--- src/rtl/lfi_pkg.sv ---
// Shared definitions for the laser fault injection target blocks.
// Latency: n/a (types and constant functions only).
// Backpressure: n/a.
package lfi_pkg;

   // Evaluation sequencer states; encoding is shared with host-side decoders.
   typedef enum logic [1:0] {
      IDLE = 2'd0,
      CAP  = 2'd1,
      EVAL = 2'd2,
      CMP  = 2'd3
   } state_t;

   // All-ones value of a w-bit saturating counter (w up to 64).
   function automatic logic [63:0] cnt_max(input int w);
      logic [63:0] m;
      m = '0;
      for (int i = 0; i < 64; i++) begin
         if (i < w) m[i] = 1'b1;
      end
      return m;
   endfunction

endpackage

--- src/rtl/ring_oscillator.sv ---
// Locator oscillator used to find the target die area under the laser.
// Latency: ro_out toggles every clk edge while en is high.
// Backpressure: none; free running while enabled.
module ring_oscillator (
   input  logic clk,
   input  logic rst,
   input  logic en,
   output logic ro_out
);

   // Toggle whenever enabled so the locator draws visible switching current.
   always_ff @(posedge clk or posedge rst) begin
      if (rst) ro_out <= 1'b0;
      else if (en) ro_out <= ~ro_out;
   end

endmodule

--- src/rtl/xor_reduce_reg.sv ---
// Captured-operand XOR reduction: capture register feeding a registered parity bit.
// Latency: capture on cap edge, parity on the following eval edge.
// Backpressure: none; enables come from the sequencer.
module xor_reduce_reg #(
   parameter int WIDTH = 32,
   parameter bit INV   = 1'b0,
   parameter bit CORR  = 1'b0
) (
   input  logic             clk,
   input  logic             rst,
   input  logic             cap,
   input  logic             eval,
   input  logic [WIDTH-1:0] d,
   output logic             par
);

   (* dont_touch = "true", keep = "true" *) logic [WIDTH-1:0] cap_q;

   // Capture the operand (optionally inverted) so later changes on d are ignored.
   always_ff @(posedge clk or posedge rst) begin
      if (rst) cap_q <= '0;
      else if (cap) cap_q <= INV ? ~d : d;
   end

   // Reduce the captured operand; CORR restores true parity for an inverted odd-width copy.
   always_ff @(posedge clk or posedge rst) begin
      if (rst) par <= 1'b0;
      else if (eval) par <= (^cap_q) ^ CORR;
   end

endmodule

--- src/rtl/xor_tree_fault_monitor.sv ---
// Laser target: registered XOR reduction checked against a separate shadow reduction.
// Latency: start sampled at edge E -> done/q/fault valid after edge E+3; cont gives one result per 3 cycles.
// Backpressure: none; start while busy is dropped, not queued.
module xor_tree_fault_monitor
   import lfi_pkg::*;
#(
   parameter int WIDTH      = 32,
   parameter int CNT_W      = 16,
   parameter bit SHADOW_INV = 1'b0
) (
   input  logic             clk,
   input  logic             rst,
   input  logic [WIDTH-1:0] a,
   input  logic             start,
   input  logic             cont,
   input  logic             clr,
   input  logic             ro_en,
   output logic             ro_out,
   output logic             busy,
   output logic             done,
   output logic             q,
   output logic             fault,
   output logic             fault_sticky,
   output logic [CNT_W-1:0] fault_count
);

   localparam logic [CNT_W-1:0] CNT_MAX  = CNT_W'(cnt_max(CNT_W));
   localparam bit               ODD_CORR = SHADOW_INV && ((WIDTH % 2) == 1);

   state_t state;
   logic   cap_en;
   logic   eval_en;
   logic   q_p;
   logic   q_s;
   logic   mismatch;

   assign cap_en   = (state == CAP);
   assign eval_en  = (state == EVAL);
   assign mismatch = q_p ^ q_s;

   (* dont_touch = "true", keep = "true" *)
   xor_reduce_reg #(.WIDTH(WIDTH), .INV(1'b0), .CORR(1'b0)) u_primary (
      .clk (clk), .rst (rst), .cap (cap_en), .eval (eval_en), .d (a), .par (q_p)
   );

   (* dont_touch = "true", keep = "true" *)
   xor_reduce_reg #(.WIDTH(WIDTH), .INV(SHADOW_INV), .CORR(ODD_CORR)) u_shadow (
      .clk (clk), .rst (rst), .cap (cap_en), .eval (eval_en), .d (a), .par (q_s)
   );

   (* dont_touch = "true" *)
   ring_oscillator u_ro (
      .clk (clk), .rst (rst), .en (ro_en), .ro_out (ro_out)
   );

   // Sequencer with registered outputs plus the saturating fault bookkeeping.
   always_ff @(posedge clk or posedge rst) begin
      if (rst) begin
         state        <= IDLE;
         busy         <= 1'b0;
         done         <= 1'b0;
         q            <= 1'b0;
         fault        <= 1'b0;
         fault_sticky <= 1'b0;
         fault_count  <= '0;
      end else begin
         done <= 1'b0;
         case (state)
            IDLE: begin
               if (start || cont) begin
                  state <= CAP;
                  busy  <= 1'b1;
               end
            end
            CAP:  state <= EVAL;
            EVAL: state <= CMP;
            CMP: begin
               q     <= q_p;
               fault <= mismatch;
               done  <= 1'b1;
               if (cont) begin
                  state <= CAP;
               end else begin
                  state <= IDLE;
                  busy  <= 1'b0;
               end
            end
            default: begin
               state <= IDLE;
               busy  <= 1'b0;
            end
         endcase
         // clr wins over a same-cycle increment; the fault output itself is unaffected.
         if (clr) begin
            fault_count  <= '0;
            fault_sticky <= 1'b0;
         end else if ((state == CMP) && mismatch) begin
            fault_sticky <= 1'b1;
            if (fault_count != CNT_MAX) fault_count <= fault_count + CNT_W'(1);
         end
      end
   end

endmodule

--- config.mk ---
export PLATFORM = sky130hd
export DESIGN_NAME = xor_tree_fault_monitor
export DESIGN_NICKNAME = d
export VERILOG_FILES = /design/src/rtl/lfi_pkg.sv /design/src/rtl/ring_oscillator.sv /design/src/rtl/xor_reduce_reg.sv /design/src/rtl/xor_tree_fault_monitor.sv
export SDC_FILE = /design/constraint.sdc
export NUM_CORES = 1
export LEC_CHECK = 0
export ABC_AREA = 1
export CAP_MARGIN = 20
export CORE_MARGIN = 3
export CORE_UTILIZATION = 30
export CTS_BUF_LIST = sky130_fd_sc_hd__clkbuf_8
export CTS_CLUSTER_SIZE = 24
export DETAILED_ROUTE_END_ITERATION = 8
export HOLD_SLACK_MARGIN = 0.06
export PLACE_DENSITY = 0.6
export SLEW_MARGIN = 20
export SYNTH_ARGS = -nofsm -noshare
export SYNTH_HDL_FRONTEND = slang
export SYNTH_HIERARCHICAL = 1
export SYNTH_SLANG_ARGS = --single-unit
--- constraint.sdc ---
create_clock -name clk -period 1.5 [get_ports clk]
set_input_delay 0.375 -clock clk [delete_from_list [all_inputs] [get_ports clk]]
set_output_delay 0.375 -clock clk [all_outputs]
set_load 0.01 [all_outputs]
Word-level counts from Yosys, hierarchy flattened
Cells that the tools add are included.
- output and inout bits: 22
- flip-flop bits (word level): 56
- bits of input ports: 38
- reductions and logical operators: 7
- bitwise operators: 1
- eq/ne operators: 6
- mux-type cells: 9
- operators with widths (kind ; count):
    $reduce_xor A32 Y1 ; 1
    $mux W16 ; 1
    $ne A16 B16 Y1 const B ; 1
    $pmux W2 S4 ; 1
    $mux W1 ; 5
    $eq A2 B2 Y1 const B ; 2
    $ne A2 B2 Y1 const B ; 2
    $reduce_bool A2 Y1 ; 2
    $reduce_and A3 Y1 ; 1
    $eq A2 B1 Y1 const B ; 1
    $logic_not A2 Y1 ; 1
    $mux W2 ; 1
    $pmux W1 S2 ; 1
    $reduce_and A2 Y1 ; 1
    $logic_or A1 B1 Y1 ; 1
    $not A1 Y1 ; 1

Logic depth before layout (Yosys ltp)
Gate-level depths: netlist (run 1).
- depth after elaboration: 3
- mapped depth: 13

Modules after synthesis
The synthesis (run 1) kept the hierarchy.
- modules (own cells, without submodules) (module ; cells each ; instances ; area an instance (sq um)):
    xor_reduce_reg ; 321 ; 2 ; 2016.9
    xor_tree_fault_monitor ; 192 ; 1 ; 1402.6
    ring_oscillator ; 7 ; 1 ; 47.5

Worst setup path after synthesis (run 1)
OpenSTA, ideal clock, no wires.
- kind: reg2reg
- start point: register fault_count[0]
- end point: register fault_count[7]
- setup time: 0.121 ns
- path buffers: 1
- slack: -0.037 ns
- clock period less this slack: 1.537 ns
- cell stages (with the launch flop): 10
- data required time: 1.379 ns
- data arrival time: 1.416 ns
- cell sequence: dfrtp_1 ha_1 nand2_2 nor2_4 nand2_4 nor2_4 nand2_2 nand2_4 buf_8 o21ai_1
- word-level cells in the longest chain between the ends: 3
- RTL lines (what ; RTL line ; source):
    start: declaration ; xor_tree_fault_monitor.sv:24 ; output logic [CNT_W-1:0] fault_count
    start signal: assignment ; xor_tree_fault_monitor.sv:99 ; if (fault_count != CNT_MAX) fault_count <= fault_count + CNT_W'(1);
    $ne A16 B16 Y1 ; xor_tree_fault_monitor.sv:99 ;
    $reduce_bool A2 Y1 (no source line) ; n/a ;
    $reduce_and A2 Y1 (no source line) ; n/a ;
No other way between the ends.
A chain may end at the register's enable or synchronous reset.

Worst setup path in the final report (run 1)
- start point: register fault_count[1]
- end point: register fault_count[12]
Same word-level chain as after synthesis.

==> flow_metrics.tcl, run 1 <==
set metrics [dict create \
    relSlewSlack_pct 77.0 \
    layout-drive-gt1-share_pct 18.0 \
    place.gp.congestion 0.795 \
    avg_vias_per_cell 4.47 \
    fin_crit_sh_pct 104 \
    yosys.area_share.adder_pct 1.14 \
    syn-instance-count 841 \
    design_power_total_w 0.0146 \
    cts_made_buffers 9 \
    num_vias 5252 \
    fill_cells 1800 \
    tritoncts "done" \
    clock_insertion_delay_worst_skew_ns 0.38 \
    setup_repair_after_global_routing_missed_its_margin "yes" \
    cts_buffer_depth 2 \
    die_h_um 141 \
    mappedNetlistNets 884 \
    finalCriticalPeriod_ns 1.55 \
    fp-row-count 48 \
    mux_contribution_to_synthesized_area_pct 1.64 \
    hpwlAfterDp_mm 9.46 \
    buffer_ports.inserted 59 \
    core_region_area_um2 17600 \
    number_of_unique_standard_cell_types_used_by_synthesis 24 \
    drt-wirelength-per-cell_um 11.5 \
    drt_iter0_drc 286 \
    synth-warning-count 6 \
    kind_of_start_point_of_the_critical_path "register" \
    critical_path.startpoint "fault_count[1]" \
    power.leakage_nw 3.77 \
    ctsRootBufferMaster "sky130_fd_sc_hd__clkbuf_8" \
    clock_transition_time_at_the_flip_flop_clock_pins_of_the_worst_setup_and_hold_paths_ns 0.10 \
    net_count_reported_at_finish 989 \
    worst-endpoint-arrival_ns 1.84 \
    drv_slew 0 \
    drt_pre_antenna_iters 5 \
    end_kind "register" \
    antenna_cells_inserted 0 \
    wire_length_of_the_first_global_routing_pass_mm 22.2 \
    synth_area_per_cell_um2 6.52 \
    synth.yosys.seq_area_share_pct 41.1 \
    remaining_drc_errors 0 \
    setup_viol 15 \
    clock_skew_ns 0.0130 \
    synth_top_family_by_area "simple AND/OR/NAND/NOR gates" \
    hold_class "input pin to asynchronous set/reset pin" \
    initial_antenna_violation_count 0 \
    failing_checks "setup timing" \
    overall_routed_net_length_mm 13.5 \
    dieWidth_um 141 \
    maximum_number_of_pins_on_one_net_before_global_route_repair 73 \
    report.final.hold_viol_count 0 \
    p_r_area_growth_vs_syn_pct 30.8 \
    power_per_cell_area_nw_per_um2 2030 \
    fin_util_pct 40.7 \
    max_cap_viol_count 0 \
    critPathMaxFanout 4 \
    cts.sinks 90 \
    syn_area_um2 5480 \
    worst_ir_drop_vdd_uv 776 \
    final_cell_area_um2 7170 \
    num_io_pins 60 \
    max_slew.worst_pin.slew_ns 0.344 \
    die_outline_area_um2 19900 \
    ant_nets 0 \
    number_of_global_route_vias_before_repair 4749 \
    grt_usage_pct 13.6 \
    synth_area_in_xor_xnor_pct 2.72 \
    critical_path_required_ns 1.78 \
    synth-compound-area-share_pct 6.48 \
    yosys.area_share.simple_pct 39.0 \
    postPlaceCellArea_um2 6560 \
    outcome "finished, violations left" \
    effective_utilization_at_floorplan_pct 31.2 \
    worst_slack_ns -0.0534 \
    grt_overflow_total 0 \
    reg2reg_launch_point "fault_count[1]" \
    htree_num_levels 3 \
    setup.worst_path.class "register to register" \
    max_freq_ghz 0.644 \
    synth.ff_latch_count 90 \
]
## Yosys cell counts (all sizes together)
library cell	count	share of area [%]
o21bai	1	0.14
xnor2	7	1.1
ha	5	1.1
a21oi	1	0.091
dfrtp	90	41
nand4	8	0.91
clkbuf	13	0.89
nor2	41	3.3
mux2	8	1.6
nand2	458	32
o211ai	1	0.14
nand3	30	2.7
o21ai	67	6.1
inv	97	6.6
and2	1	0.11
buf	3	0.46
xor2	10	1.6
## worst max-delay path, stage by stage (launching register included)
cell and delay (ns):
sky130_fd_sc_hd__dfrtp_1 0.40, sky130_fd_sc_hd__buf_6 0.12, sky130_fd_sc_hd__ha_4 0.14, sky130_fd_sc_hd__nand2_4 0.05, sky130_fd_sc_hd__nor2_4 0.16, sky130_fd_sc_hd__nand3_1 0.16
sky130_fd_sc_hd__nor2_2 0.16, sky130_fd_sc_hd__nor2_2 0.08, sky130_fd_sc_hd__nand3_1 0.11, sky130_fd_sc_hd__nand2_2 0.05
## worst paths after layout
kind | to | slack [ns] | depth (start not counted)
max in group asynchronous | u_shadow/cap_q[31] | 0.84 | 3
max | fault_count[12] | -0.05 | 9
max reg2reg | fault_count[12] | -0.05 | 9
min in group clk | u_ro/ro_out | 0.50 | 2
min reg2reg | u_ro/ro_out | 0.50 | 2
min | u_ro/ro_out | 0.25 | 2
## kinds of logic (layout without fill, tap and decap cells)
logic type      Yosys count  in the layout
compound gates           70             70
xor+xnor                 17             17
fa+ha+maj                 5              5
buf+inv                 113            220
flops                    90             90
mux                       8              8
simple gates            538            541
## routing by layer
metal | track usage, % | routed length [um] | vias to the layer above
met2 | 21.7 | 6180 | 86
met1 | 18.5 | 6580 | 2358
met3 | 3.02 | 502 | 19
li1 | - | - | 2789
met4 | 3.82 | 245 | 0
met5 | 0 | 0 | -
## where the power goes
group / total (W) / internal, W / switching [W]
Sequential: 0.00434 / 0.00345 / 0.000891
Clock: 0.00160 / 0.000651 / 0.000949
Combinational: 0.00862 / 0.00332 / 0.00530
## state kept, by name (all words and copies together) (netlist names)
register and flops:
state 2, fault_count 16, done 1, fault_sticky 1, u_shadow/par 1, fault 1
u_primary/cap_q 32, q 1, u_primary/par 1, u_shadow/cap_q 32, busy 1, u_ro/ro_out 1
## through the flow
step                      setup TNS (ns)  hold slack (ns)  worst slack, ns  cells
after floorplan                  -0.0806            0.104          -0.0161    841
after global placement            -0.115            0.462          -0.0277   1135
after detailed placement          -0.316            0.484          -0.0456   1135
after CTS                              0            0.239          0.00114   1166
after global routing               -1.56            0.259           -0.125   1176
final                             -0.453            0.246          -0.0534   1176
## cell type report
class | instances | area (um2) | area share (%)
Inverter | 97 | 364 | 5.08
Sequential cell | 90 | 2260 | 31.5
Clock inverter | 6 | 41.3 | 0.576
Multi-Input combinational cell | 641 | 3080 | 42.9
Tap cell | 225 | 282 | 3.93
Clock buffer | 10 | 138 | 1.92
Timing Repair Buffer | 107 | 1010 | 14.1
## repair_timing
item	CTS	global route
buffers inserted	14	9
gates cloned	1	2
gates resized for setup	35	87
hold buffers	0	0
setup endpoints to repair	30	28
endpoints found under the hold margin	0	0
pin swaps	1	15
## layout by cell type, fill, tap and decap left out, types with 2 or more instances in the layout
| cell | synthesis | routed |
|---|---|---|
| sky130_fd_sc_hd__clkdlybuf4s15_1 | 0 | 10 |
| sky130_fd_sc_hd__clkdlybuf4s50_1 | 0 | 37 |
| sky130_fd_sc_hd__clkbuf_8 | 0 | 10 |
| sky130_fd_sc_hd__o21ai_0 | 63 | 59 |
| sky130_fd_sc_hd__xnor2_2 | 0 | 3 |
| sky130_fd_sc_hd__dlygate4sd2_1 | 0 | 10 |
| sky130_fd_sc_hd__nor2_2 | 1 | 6 |
| sky130_fd_sc_hd__buf_12 | 0 | 5 |
| sky130_fd_sc_hd__clkinv_2 | 0 | 3 |
| sky130_fd_sc_hd__nand2_2 | 7 | 35 |
| sky130_fd_sc_hd__nand3_1 | 30 | 25 |
| sky130_fd_sc_hd__mux2_2 | 8 | 8 |
| sky130_fd_sc_hd__ha_4 | 0 | 2 |
| sky130_fd_sc_hd__nand2_8 | 0 | 2 |
| sky130_fd_sc_hd__nand2_1 | 449 | 416 |
| sky130_fd_sc_hd__nor2_4 | 3 | 5 |
| sky130_fd_sc_hd__ha_1 | 5 | 3 |
| sky130_fd_sc_hd__dfrtp_2 | 0 | 5 |
| sky130_fd_sc_hd__dfrtp_1 | 90 | 85 |
| sky130_fd_sc_hd__buf_6 | 0 | 4 |
| sky130_fd_sc_hd__buf_4 | 0 | 40 |
| sky130_fd_sc_hd__o21ai_2 | 0 | 3 |
| sky130_fd_sc_hd__inv_1 | 85 | 76 |
| sky130_fd_sc_hd__nand3_2 | 0 | 5 |
| sky130_fd_sc_hd__nor2_1 | 37 | 30 |
| sky130_fd_sc_hd__clkinv_4 | 0 | 2 |
| sky130_fd_sc_hd__xnor2_1 | 7 | 4 |
| sky130_fd_sc_hd__xor2_2 | 0 | 2 |
| sky130_fd_sc_hd__xor2_1 | 10 | 8 |
| sky130_fd_sc_hd__o21ai_1 | 4 | 5 |
| sky130_fd_sc_hd__nand2_4 | 2 | 8 |
| sky130_fd_sc_hd__inv_2 | 12 | 21 |
| sky130_fd_sc_hd__nand4_1 | 8 | 8 |
No activity file was read; power rests on OpenSTA's default activity.
==> inputs of run 2 (changes only) <==
--- a/config.mk
+++ b/config.mk
@@ -7,6 +7,7 @@
 export LEC_CHECK = 0
 export ABC_AREA = 1
 export CAP_MARGIN = 20
+export CORE_ASPECT_RATIO = 1.4
 export CORE_MARGIN = 3
 export CORE_UTILIZATION = 30
 export CTS_BUF_LIST = sky130_fd_sc_hd__clkbuf_8
==> run 2 against run 1 <==
The flow still finishes with violations (setup timing). Flip-flop and latch count is the same. Largest cell class unchanged. Critical path type unchanged. Final cell count grew 1.2%. Sequential share of layout area grew 0.061 points. Largest power group unchanged. Global-route usage grew 0.12 points. Worst setup slack gained 0.022 ns. Clock power shrank 6%. First-iteration DRC count shrank 17%. Worst hold slack lost 0.013 ns. Critical path depth grew 1.
==> flow_metrics.tcl, run 2 (synthesis gave the netlist of run 1 again) <==
set metrics [dict create \
    critical_path_required_ns 1.80 \
    multi_input_area_um2 3080 \
    worst_slack_ns -0.0315 \
    remaining_drc_errors 0 \
    number_of_global_route_vias_before_repair 4879 \
    worst-endpoint-arrival_ns 1.83 \
    critPathBufInv 1 \
    fill_cells 1896 \
    cts-hold-fix-buffers 0 \
    overall_routed_net_length_mm 13.5 \
    ant_nets 0 \
    kind_of_start_point_of_the_critical_path "register" \
    cts_made_buffers 9 \
    avg_vias_per_cell 4.40 \
    worst_ir_drop_vdd_uv 1450 \
    core_region_area_um2 17600 \
    timing.critical_path.slowest_stage_cell "sky130_fd_sc_hd__dfrtp_1" \
    initial_antenna_violation_count 0 \
    registers_with_the_most_flip_flops "u_primary/cap_q (32), u_shadow/cap_q (32), fault_count (16)" \
    buffer_ports.inserted 59 \
    setup_repair_after_global_routing_missed_its_margin "yes" \
    final_cell_mix "434 x sky130_fd_sc_hd__nand2_1, 84 x sky130_fd_sc_hd__dfrtp_1, 77 x sky130_fd_sc_hd__inv_1" \
    maximum_number_of_pins_on_one_net_before_global_route_repair 55 \
    tritoncts "done" \
    clock_skew_ns 0.0157 \
    drv_slew 0 \
    dp_worst_setup_slack_ns -0.0423 \
    max_freq_ghz 0.653 \
    crit_top_cell "sky130_fd_sc_hd__nand2_4" \
    fp-row-count 57 \
    hpwlAfterDp_mm 10.1 \
    cts.sinks 90 \
    num_io_pins 60 \
    clock_insertion_delay_worst_skew_ns 0.38 \
    relSlewSlack_pct 78.8 \
    cp_top_family "simple AND/OR/NAND/NOR gates" \
    net_count_reported_at_finish 993 \
    p_r_area_growth_vs_syn_pct 30.6 \
    cp_cell_sequence "buf_6 > ha_4 > nand2_4 > nor2_4 > nand2_4 > nor2_4 > nand2_4 > nand2_4 > nand2_1 > o21ai_1" \
    critical_path.max_stage_delay_ns 0.37 \
    dieWidth_um 120 \
    seqCellArea_um2 2260 \
    drt-wirelength-per-cell_um 11.4 \
    max_cap_viol_count 0 \
    finalCriticalPeriod_ns 1.53 \
    failing_checks "setup timing" \
    layout-drive-gt1-share_pct 17.8 \
    fin_crit_sh_pct 102 \
    power_per_cell_area_nw_per_um2 2020 \
    setup.worst_path.class "register to register" \
    report.final.hold_viol_count 0 \
    drt_iter0_drc 237 \
    cts_buffer_depth 2 \
    ctsRootBufferMaster "sky130_fd_sc_hd__clkbuf_8" \
    end_kind "register" \
    layout_commonest_cell "sky130_fd_sc_hd__nand2_1" \
    outcome "finished, violations left" \
    critPathMaxFanout 4 \
    hold_class "input pin to asynchronous set/reset pin" \
    num_vias 5236 \
    antenna_cells_inserted 0 \
    power.leakage_nw 3.78 \
    die_h_um 166 \
    setup_viol 6 \
    fin_util_pct 40.6 \
    die_outline_area_um2 20000 \
    clock_transition_time_at_the_flip_flop_clock_pins_of_the_worst_setup_and_hold_paths_ns 0.09 \
    max_slew.worst_pin.slew_ns 0.318 \
    htree_num_levels 3 \
    grt_usage_pct 13.7 \
    wire_length_of_the_first_global_routing_pass_mm 22.4 \
    effective_utilization_at_floorplan_pct 31.1 \
    drt_pre_antenna_iters 4 \
    place.gp.congestion 0.815 \
    grt_overflow_total 0 \
]
run 2: layout make-up:
cell class	instances	share of cell area, %
clock buffers	9	1.73
repair buffers	112	13.9
multi-input cells	640	43.0
clock inverters	6	0.594
well taps	236	4.12
inverters	97	5.08
flip-flops and latches	90	31.6
run 2: worst paths after layout:
| path | start | end | slack [ns] | depth (start not counted) |
|---|---|---|---|---|
| setup / recovery | fault_count[1] | fault_count[9] | -0.03 | 10 |
| hold / removal | rst | u_ro/ro_out | 0.23 | 2 |
| setup reg to reg | fault_count[1] | fault_count[9] | -0.03 | 10 |
| hold reg to reg | busy | busy | 0.48 | 2 |
| max in group asynchronous | rst | u_shadow/cap_q[9] | 0.81 | 3 |
| min in group clk | busy | busy | 0.48 | 2 |
run 2: per-layer routing:
layer,global-route usage (%),vias to the layer above,share of wire (%)
met5,0,-,0
met4,5.37,0,2.1
met3,1.91,21,2.9
met2,24.7,86,51
met1,16.3,2343,44
li1,-,2786,-
run 2: what timing repair did:
item	in CTS	in global routing
endpoints found under the setup margin	24	20
gates cloned	0	2
setup buffers	12	8
pin swaps	1	24
resized for setup	40	71
run 2: stage by stage:
step | instance area, um2 | cells | setup TNS [ns] | power, W | hold slack [ns]
3_3_place_gp | 6610 | 1155 | -0.105 | 0.0122 | 0.464
3_5_place_dp | 6610 | 1155 | -0.288 | 0.0124 | 0.470
5_1_grt | 7160 | 1190 | -1.92 | 0.0163 | 0.244
6_report | 7160 | 1190 | -0.101 | 0.0144 | 0.233
4_1_cts | 6870 | 1182 | 0 | 0.0140 | 0.209
2_1_floorplan | 5490 | 841 | -0.0806 | 0.0103 | 0.104
run 2: power by group:
| part | internal, W | switching [W] |
|---|---|---|
| sequential | 0.00345 | 0.000837 |
| clock | 0.000596 | 0.000915 |
| combinational | 0.00329 | 0.00534 |
| total | 0.00734 | 0.00709 |
==> inputs of run 3 (changes only) <==
--- a/config.mk
+++ b/config.mk
@@ -11,6 +11,7 @@
 export CORE_MARGIN = 3
 export CORE_UTILIZATION = 30
 export CTS_BUF_LIST = sky130_fd_sc_hd__clkbuf_8
+export CTS_CLUSTER_DIAMETER = 60
 export CTS_CLUSTER_SIZE = 24
 export DETAILED_ROUTE_END_ITERATION = 8
 export HOLD_SLACK_MARGIN = 0.06
@@ -20,3 +21,4 @@
 export SYNTH_HDL_FRONTEND = slang
 export SYNTH_HIERARCHICAL = 1
 export SYNTH_SLANG_ARGS = --single-unit
+export TNS_END_PERCENT = 1
==> run 3 against run 2 <==
The flow now finishes without violations. Worst hold slack better by 0.026 ns. First-iteration DRC count rose by 22%. Final cell count is 1.1% lower. Wire length shrank 1.7%. Die area is the same. Maximum frequency grew 4.3%. Sequential share of layout area rose by 1.0 points. Clock-buffer cell count increased by 1.
==> flow_metrics.tcl, run 3 (synthesis gave the netlist of run 1 again) <==
set metrics [dict create \
    critPathMaxFanout 5 \
    cp_top_family "flip-flops" \
    setup_viol 0 \
    final_cells 1177 \
    cts_buffer_depth 2 \
    power_per_cell_area_nw_per_um2 2020 \
    remaining_drc_errors 0 \
    end_kind "primary output" \
    placed_cells_incl_taps 1147 \
    design_power_total_w 0.0140 \
    wire_length_of_the_first_global_routing_pass_mm 22.6 \
    relSlewSlack_pct 79.3 \
    final_cell_area_um2 6940 \
    hold_class "input pin to asynchronous set/reset pin" \
    initial_antenna_violation_count 0 \
    worst_slack_ns 0.0322 \
    registers_with_the_most_flip_flops "u_primary/cap_q (32), u_shadow/cap_q (32), fault_count (16)" \
    overall_routed_net_length_mm 13.3 \
    cts_made_buffers 9 \
    kind_of_start_point_of_the_critical_path "register" \
    number_of_global_route_vias_before_repair 5055 \
    tritoncts "done" \
    worst_ir_drop_vdd_uv 1000 \
    ant_nets 0 \
    grt_usage_pct 13.7 \
    drt-wirelength-per-cell_um 11.3 \
    hpwlAfterDp_mm 9.90 \
    fin_crit_sh_pct 97.9 \
    ctsRootBufferMaster "sky130_fd_sc_hd__clkbuf_8" \
    htree_num_levels 3 \
    cp_cell_sequence "buf_4 > buf_2" \
    die_outline_area_um2 20000 \
    report.final.hold_viol_count 0 \
    dieWidth_um 120 \
    drt_iter0_drc 290 \
    drt_pre_antenna_iters 4 \
    final_cell_mix "441 x sky130_fd_sc_hd__nand2_1, 83 x sky130_fd_sc_hd__inv_1, 83 x sky130_fd_sc_hd__dfrtp_1" \
    dp_worst_setup_slack_ns -0.0406 \
    fill_cells 1898 \
    clock_insertion_delay_worst_skew_ns 0.37 \
    layout_commonest_cell "sky130_fd_sc_hd__nand2_1" \
    critPathBufInv 2 \
    outcome "completed" \
    effective_utilization_at_floorplan_pct 31.1 \
    clock_skew_ns 0.0128 \
    core_region_area_um2 17600 \
    max_freq_ghz 0.681 \
    timing.critical_path.slowest_stage_cell "sky130_fd_sc_hd__dfrtp_2" \
    layout-drive-gt1-share_pct 12.9 \
    power.leakage_nw 3.67 \
    max_slew.worst_pin.slew_ns 0.309 \
    finalCriticalPeriod_ns 1.47 \
    worst-endpoint-arrival_ns 1.09 \
    critical_path_required_ns 1.12 \
    net_count_reported_at_finish 980 \
    buffer_ports.inserted 59 \
    p_r_area_growth_vs_syn_pct 26.6 \
    clock_transition_time_at_the_flip_flop_clock_pins_of_the_worst_setup_and_hold_paths_ns 0.09 \
    grt_overflow_total 0 \
    num_vias 5173 \
    die_h_um 166 \
    setup_repair_after_global_routing_missed_its_margin "yes" \
    max_cap_viol_count 0 \
    num_io_pins 60 \
    place.gp.congestion 0.840 \
    cts.sinks 90 \
    drv_slew 0 \
    critical_path.max_stage_delay_ns 0.44 \
    avg_vias_per_cell 4.40 \
    postPlaceCellArea_um2 6580 \
    maximum_number_of_pins_on_one_net_before_global_route_repair 53 \
    finalHoldWorstSlack_ns 0.259 \
    antenna_cells_inserted 0 \
    setup.worst_path.class "register to primary output" \
    fp-row-count 57 \
]
[run 3: power breakdown]
group          switching [W]  total, W  internal (W)
clock               0.000937   0.00158      0.000648
combinational        0.00509   0.00817       0.00308
sequential          0.000807   0.00426       0.00346
total                0.00683    0.0140       0.00718
[run 3: stage by stage]
step           utilization (%)  setup TNS (ns)
2_1_floorplan                -          -0.126
3_3_place_gp              37.3       -0.000100
3_5_place_dp              37.3         -0.0957
4_1_cts                   38.7        -0.00739
5_1_grt                   39.4          -0.467
6_report                  39.4               0
[run 3: per-layer routing]
| metal | track usage (%) | share of wire [%] |
|---|---|---|
| met5 | 0 | 0 |
| met4 | 5.42 | 2.2 |
| met1 | 15.5 | 43 |
| met2 | 25.5 | 52 |
| met3 | 1.98 | 3.0 |
[run 3: final cells by class]
class                           instances  area [um2]  area share, %
Clock buffer                           10         138           1.98
Clock inverter                          5        40.0          0.577
Inverter                               97         364           5.24
Multi-Input combinational cell        639        2910           41.9
Sequential cell                        90        2260           32.6
Tap cell                              236         295           4.25
Timing Repair Buffer                  100         936           13.5
[run 3: worst paths after layout]
check	endpoint	depth (start not counted)	slack (ns)	from
min in group clk	busy	2	0.48	busy
max	fault_count[0]	2	0.03	fault_count[0]
min reg2reg	busy	2	0.48	busy
min	u_ro/ro_out	2	0.26	rst
max in group asynchronous	u_primary/cap_q[27]	3	0.83	rst
max reg2reg	fault_count[13]	6	0.06	fault_count[1]
[run 3: what timing repair did]
action,in CTS,in global routing
gates cloned,0,1
hold buffers,0,0
gates resized for setup,35,30
buffers inserted,11,3
hold endpoints to repair,0,0
pin swaps,0,13
setup endpoints to repair,33,20
